$ cat src/rtl/pcu_pkg.sv
// Shared types and default configuration for the program counter unit.
package pcu_pkg;

  localparam int PCU_WIDTH         = 16;
  localparam int PCU_SETTLE_CYCLES = 1;
  // Wide enough for the largest allowed settle count (15).
  localparam int PCU_CNT_W         = 4;

  typedef enum logic [1:0] {
    IDLE      = 2'd0,
    SETTLE    = 2'd1,
    LATCH_INC = 2'd2,
    LATCH_PC  = 2'd3
  } pcu_state_e;

endpackage

$ cat src/rtl/pcu_incrementer.sv
// Combinational WIDTH-bit +1 with carry-out of the top bit.
module pcu_incrementer #(
  parameter int WIDTH = 16
) (
  input  logic [WIDTH-1:0] a,
  output logic [WIDTH-1:0] sum,
  output logic             carry
);

  assign {carry, sum} = {1'b0, a} + (WIDTH+1)'(1);

endmodule

$ cat src/rtl/program_counter_unit.sv
// Program counter with a multi-cycle increment sequence (settle, latch
// incrementer into inc_reg, copy inc_reg back to pc) and single-cycle load.
// Optional feature macro: PCU_WRAP_FLAG_EN enables the wrap pulse; when it
// is undefined the wrap port is tied low and no carry is captured.
module program_counter_unit
  import pcu_pkg::*;
#(
  parameter int WIDTH         = PCU_WIDTH,
  parameter int SETTLE_CYCLES = PCU_SETTLE_CYCLES
) (
  input  logic             clk,
  input  logic             reset,
  input  logic             inc_req,
  input  logic             load_req,
  input  logic [WIDTH-1:0] load_data,
  output logic [WIDTH-1:0] pc,
  output logic [WIDTH-1:0] inc_reg,
  output logic             sel_pc,
  output logic             sel_inc,
  output logic             busy,
  output logic             done,
  output logic             wrap
);

  pcu_state_e             state_q, state_d;
  logic [PCU_CNT_W-1:0]   cnt_q;
  logic [WIDTH-1:0]       inc_sum;
  logic                   inc_carry;

  // The incrementer always sees pc; sel_pc marks when that bus is valid.
  pcu_incrementer #(.WIDTH(WIDTH)) u_inc (
    .a     (pc),
    .sum   (inc_sum),
    .carry (inc_carry)
  );

  assign busy = (state_q != IDLE);

  // State register; reset wins over everything.
  always_ff @(posedge clk) begin
    if (reset) state_q <= IDLE;
    else       state_q <= state_d;
  end

  // Next-state and bus-select decode. Load beats increment in IDLE.
  always_comb begin
    state_d = state_q;
    sel_pc  = 1'b0;
    sel_inc = 1'b0;
    case (state_q)
      IDLE: begin
        if (!load_req && inc_req) state_d = SETTLE;
      end
      SETTLE: begin
        sel_pc = 1'b1;
        if (cnt_q == '0) state_d = LATCH_INC;
      end
      LATCH_INC: begin
        sel_pc  = 1'b1;
        state_d = LATCH_PC;
      end
      LATCH_PC: begin
        sel_inc = 1'b1;
        state_d = IDLE;
      end
      default: state_d = IDLE;
    endcase
  end

  // Datapath: pc, inc_reg, settle counter and the done pulse.
  always_ff @(posedge clk) begin
    if (reset) begin
      pc      <= '0;
      inc_reg <= '0;
      cnt_q   <= '0;
      done    <= 1'b0;
    end else begin
      done <= 1'b0;
      case (state_q)
        IDLE: begin
          if (load_req) begin
            pc   <= load_data;
            done <= 1'b1;
          end else if (inc_req) begin
            cnt_q <= PCU_CNT_W'(SETTLE_CYCLES - 1);
          end
        end
        SETTLE: begin
          if (cnt_q != '0) cnt_q <= cnt_q - 1'b1;
        end
        LATCH_INC: inc_reg <= inc_sum;
        LATCH_PC: begin
          pc   <= inc_reg;
          done <= 1'b1;
        end
        default: ;
      endcase
    end
  end

`ifdef PCU_WRAP_FLAG_EN
  logic carry_q;

  // Carry is captured with inc_reg and reported alongside done.
  always_ff @(posedge clk) begin
    if (reset) begin
      carry_q <= 1'b0;
      wrap    <= 1'b0;
    end else begin
      wrap <= 1'b0;
      if (state_q == LATCH_INC) carry_q <= inc_carry;
      if (state_q == LATCH_PC)  wrap    <= carry_q;
    end
  end
`else
  logic unused_carry;
  assign unused_carry = inc_carry;
  assign wrap         = 1'b0;
`endif

endmodule

$ cat config.mk
export PLATFORM = sky130hd
export DESIGN_NAME = program_counter_unit
export DESIGN_NICKNAME = d
export VERILOG_FILES = /design/src/rtl/pcu_pkg.sv /design/src/rtl/pcu_incrementer.sv /design/src/rtl/program_counter_unit.sv
export SDC_FILE = /design/constraint.sdc
export NUM_CORES = 1
export LEC_CHECK = 0
export CAP_MARGIN = 20
export CORE_MARGIN = 2
export CORE_UTILIZATION = 47
export DETAILED_ROUTE_END_ITERATION = 10
export PLACE_DENSITY = 0.81
export SETUP_SLACK_MARGIN = 0.05
export SYNTH_ARGS = -nofsm -noshare
export SYNTH_HDL_FRONTEND = slang
export SYNTH_SLANG_ARGS = --single-unit
$ cat constraint.sdc
create_clock -name clk -period 2 [get_ports clk]
set_clock_uncertainty 0.15 [all_clocks]
set_input_delay 0.4 -clock clk [delete_from_list [all_inputs] [get_ports clk]]
set_output_delay 0.4 -clock clk [all_outputs]
set_load 0.005 [all_outputs]
==> run metrics <==
status=finished, final reports clean; syn nets=248; CTS tree=built; crit path kind=flop to primary output; IO Count=57; Cells after Synth=220; P_leak=0.969 nW; mux share of post-synthesis cell area=0.100; Synth Area in Adders=0.0498; setup TNS=0 ns; Setup crit end kind=primary output; Hold Path End=inc_reg[4]$_SDFFE_PP0P_; Final setup viols=0; largest family of logic cells by synthesized area=simple AND/OR/NAND/NOR gates; clock sink count=39; Hold Fails Final Rpt=0; worst vdd ir=0.000724 V; # nets final=307; clock buffer depth=2; layout cells sized above 1=0.139; drt drc=0; max incr delay on CP=~0.5 ns; post-synthesis sequential area ratio=0.388; GRT Resource Usage Total=0.210; Tmin final=roughly 1.9 ns; WL/cell=about 15 microns; post-synth top area cell=dfxtp_1; RR Startpoint=state_q[0]$_SDFFE_PP0P_; Initial Util=0.496; logic gate share of total power=0.437; Synth Area in Simple Gates=0.189; I/O Buffers=55; Area contributors post-synth=dfxtp_1 39%, a211oi_1 10%, mux2i_1 9.5%; DR iter-0 viols=about 140; Critical Path Source Type=flop; Reg-to-Reg End=cnt_q[3]$_SDFFE_PP0P_; 1st-pass router iterations=4; switching share of power=0.351; Vias=roughly 1800; Die Height=69.4 microns; core box area=4060 sq um; DP HPWL=3.28 mm; gpl congestion=0.748; CTS clk-pin slew, worst paths=0.08 ns; Core Util, Final=0.695; Sw Pwr=1.22 mW; RSZ-0062 raised after global routing=no; Synth Register Bits=39; Remaining Overflow, GRT=0; Max Fclk=0.526 GHz; hold path startpoint=inc_reg[4]$_SDFFE_PP0P_; PnR Total Power=3.49 mW; Rows=23; Yosys cell types=36; Die Area=4820 sq um; Final Cycle Share=0.950; Compound-Gate Fraction of Synth Area=0.170; hold crit path type=flop to flop; ant diodes=0; Syn-to-layout area delta=40.3%; first-pass GRT wire length=8.22 mm; Reg2Reg Setup Slack=0.18 ns; TritonCTS buffer count=5; clock insertion delay at the later pin of the skew report=~0.30 ns; worst path required time=between 1 and 1.5 ns; Crit Path Max Fanout=3; CP Cell Sequence=buf_4, clkdlybuf4s50_1; worst r2r path cells=7; critical path arrival=1.35 ns; vias per cell=between 5 and 6; Post-Route WL=4.90 mm; Internal Power=2.26 mW; Pwr Density=1240 nW/um^2; XOR/XNOR Fraction of Synth Area=0.0523; fill cell count=roughly 300; WHS Path Cells=2; # hold bufs at CTS=0; slowest CP cell=clkdlybuf4s50_1; largest net degree at the start of global routing=40; root buffer cell=clkbuf_8; mapped cell area=2010 sq um; Max Cap Viol=0; vias in the first global route=1760; Die W=69.4 microns; Avg Inst Size Synth=9.14 sq um; top cell type's share of synthesized area=0.388; Ys Warns=0; initial antenna violation count=0; Final ANT Viol Nets=0; H-tree depth=2; sequential power share=0.367; clock share of power=0.196; Max Slew Vio Count=0
## synthesized netlist by cell type (all sizes together)
cell / n
dfxtp: 39
nor2: 38
a211oi: 30
mux2i: 19
inv: 11
xnor2: 10
ha: 8
buf: 7
clkbuf: 6
nand3: 6
nor3: 6
a21oi: 5
nand2: 5
nand4: 5
o21ai: 5
nor4: 4
a311oi: 2
or3: 2
xor2: 2
a21o: 1
a221oi: 1
a22oi: 1
a31oi: 1
conb: 1
mux2: 1
nand2b: 1
nand3b: 1
o311ai: 1
or3b: 1
## worst max path at each step
stage	slack, ns	start	endpoint
floorplan	0.28	cnt_q[0]$_SDFFE_PP0P_	state_q[1]$_SDFFE_PP0P_
CTS	0.07	state_q[0]$_SDFFE_PP0P_	sel_inc
detailed placement	0.15	load_req	pc[7]$_SDFFE_PP0P_
global placement	0.18	inc_req	cnt_q[3]$_SDFFE_PP0P_
global route	0.06	pc[0]$_SDFFE_PP0P_	pc[0]
finish	0.1	pc[0]$_SDFFE_PP0P_	pc[0]
## per-layer routing
layer  vias to the layer above  track usage  part of all wire
li1                        902            -                 -
met1                       826        0.262              0.44
met2                        49        0.358              0.49
met3                         8       0.0392             0.049
met4                         0       0.0784             0.017
met5                         -            0                 0
## area by class of cell
| cell class | instances | area [sq um] | share of cell area |
|---|---|---|---|
| Clock inverter | 2 | 35.0 | 0.0124 |
| Tap cell | 50 | 62.6 | 0.0222 |
| Clock buffer | 6 | 82.6 | 0.0293 |
| Timing Repair Buffer | 65 | 648 | 0.230 |
| Sequential cell | 39 | 786 | 0.278 |
| Inverter | 11 | 41.3 | 0.0146 |
| Multi-Input combinational cell | 157 | 1170 | 0.413 |
## worst max-delay path: cells and delay by family, from the launching register on
| kind | cells | cell delay, ns |
|---|---|---|
| buffers and inverters | 2 | 0.66 |
| flip-flops | 1 | 0.40 |
## power groups by stage
| stage | Combinational (mW) | Clock, mW | Sequential, mW |
|---|---|---|---|
| global placement | 1.40 | 0 | 1.27 |
| CTS | 1.50 | 0.686 | 1.27 |
| floorplan | 0.744 | 0 | 1.26 |
| global route | 1.67 | 0.729 | 1.32 |
| detailed placement | 1.44 | 0 | 1.28 |
| finish | 1.52 | 0.683 | 1.28 |
## cell families (layout without fill, tap and decap cells)
logic type               after synthesis  in the layout
AO/OA/AOI/OAI                         47             47
XOR/XNOR                              12             12
adder cells (fa/ha/maj)                8              8
buffers and inverters                 24             84
flip-flops                            39             39
multiplexers                          20             20
other                                  1              1
AND/OR/NAND/NOR                       69             69
## cells in the final DEF, fill, tap and decap left out, types with 4 or more instances in the layout
| cell type | n |
|---|---|
| clkdlybuf4s50_1 | 53 |
| o21ai_0 | 5 |
| mux2i_1 | 19 |
| ha_1 | 6 |
| a211oi_1 | 27 |
| xnor2_1 | 10 |
| inv_1 | 9 |
| nand2_1 | 5 |
| clkbuf_8 | 6 |
| buf_4 | 8 |
| nor2_1 | 38 |
| dfxtp_2 | 4 |
| a21oi_1 | 5 |
| nand3_1 | 5 |
| nor3_1 | 6 |
| dfxtp_1 | 35 |
## per-stage QoR
stage	hold WS [ns]	std cells	instance area (sq um)	setup slack [ns]
global placement	0.334	320	2650	0.183
CTS	0.358	330	2800	0.0696
floorplan	0.316	220	2010	0.276
finish	0.357	330	2820	0.0991
global route	0.385	330	2820	0.0579
detailed placement	0.347	320	2650	0.148
## repair_timing
action	4_1_cts	5_1_grt
setup endpoints to repair	3	5
cloned	0	0
resized for setup	8	5
setup buffers	2	0
Note: power is estimated with default switching activity, not from simulation.
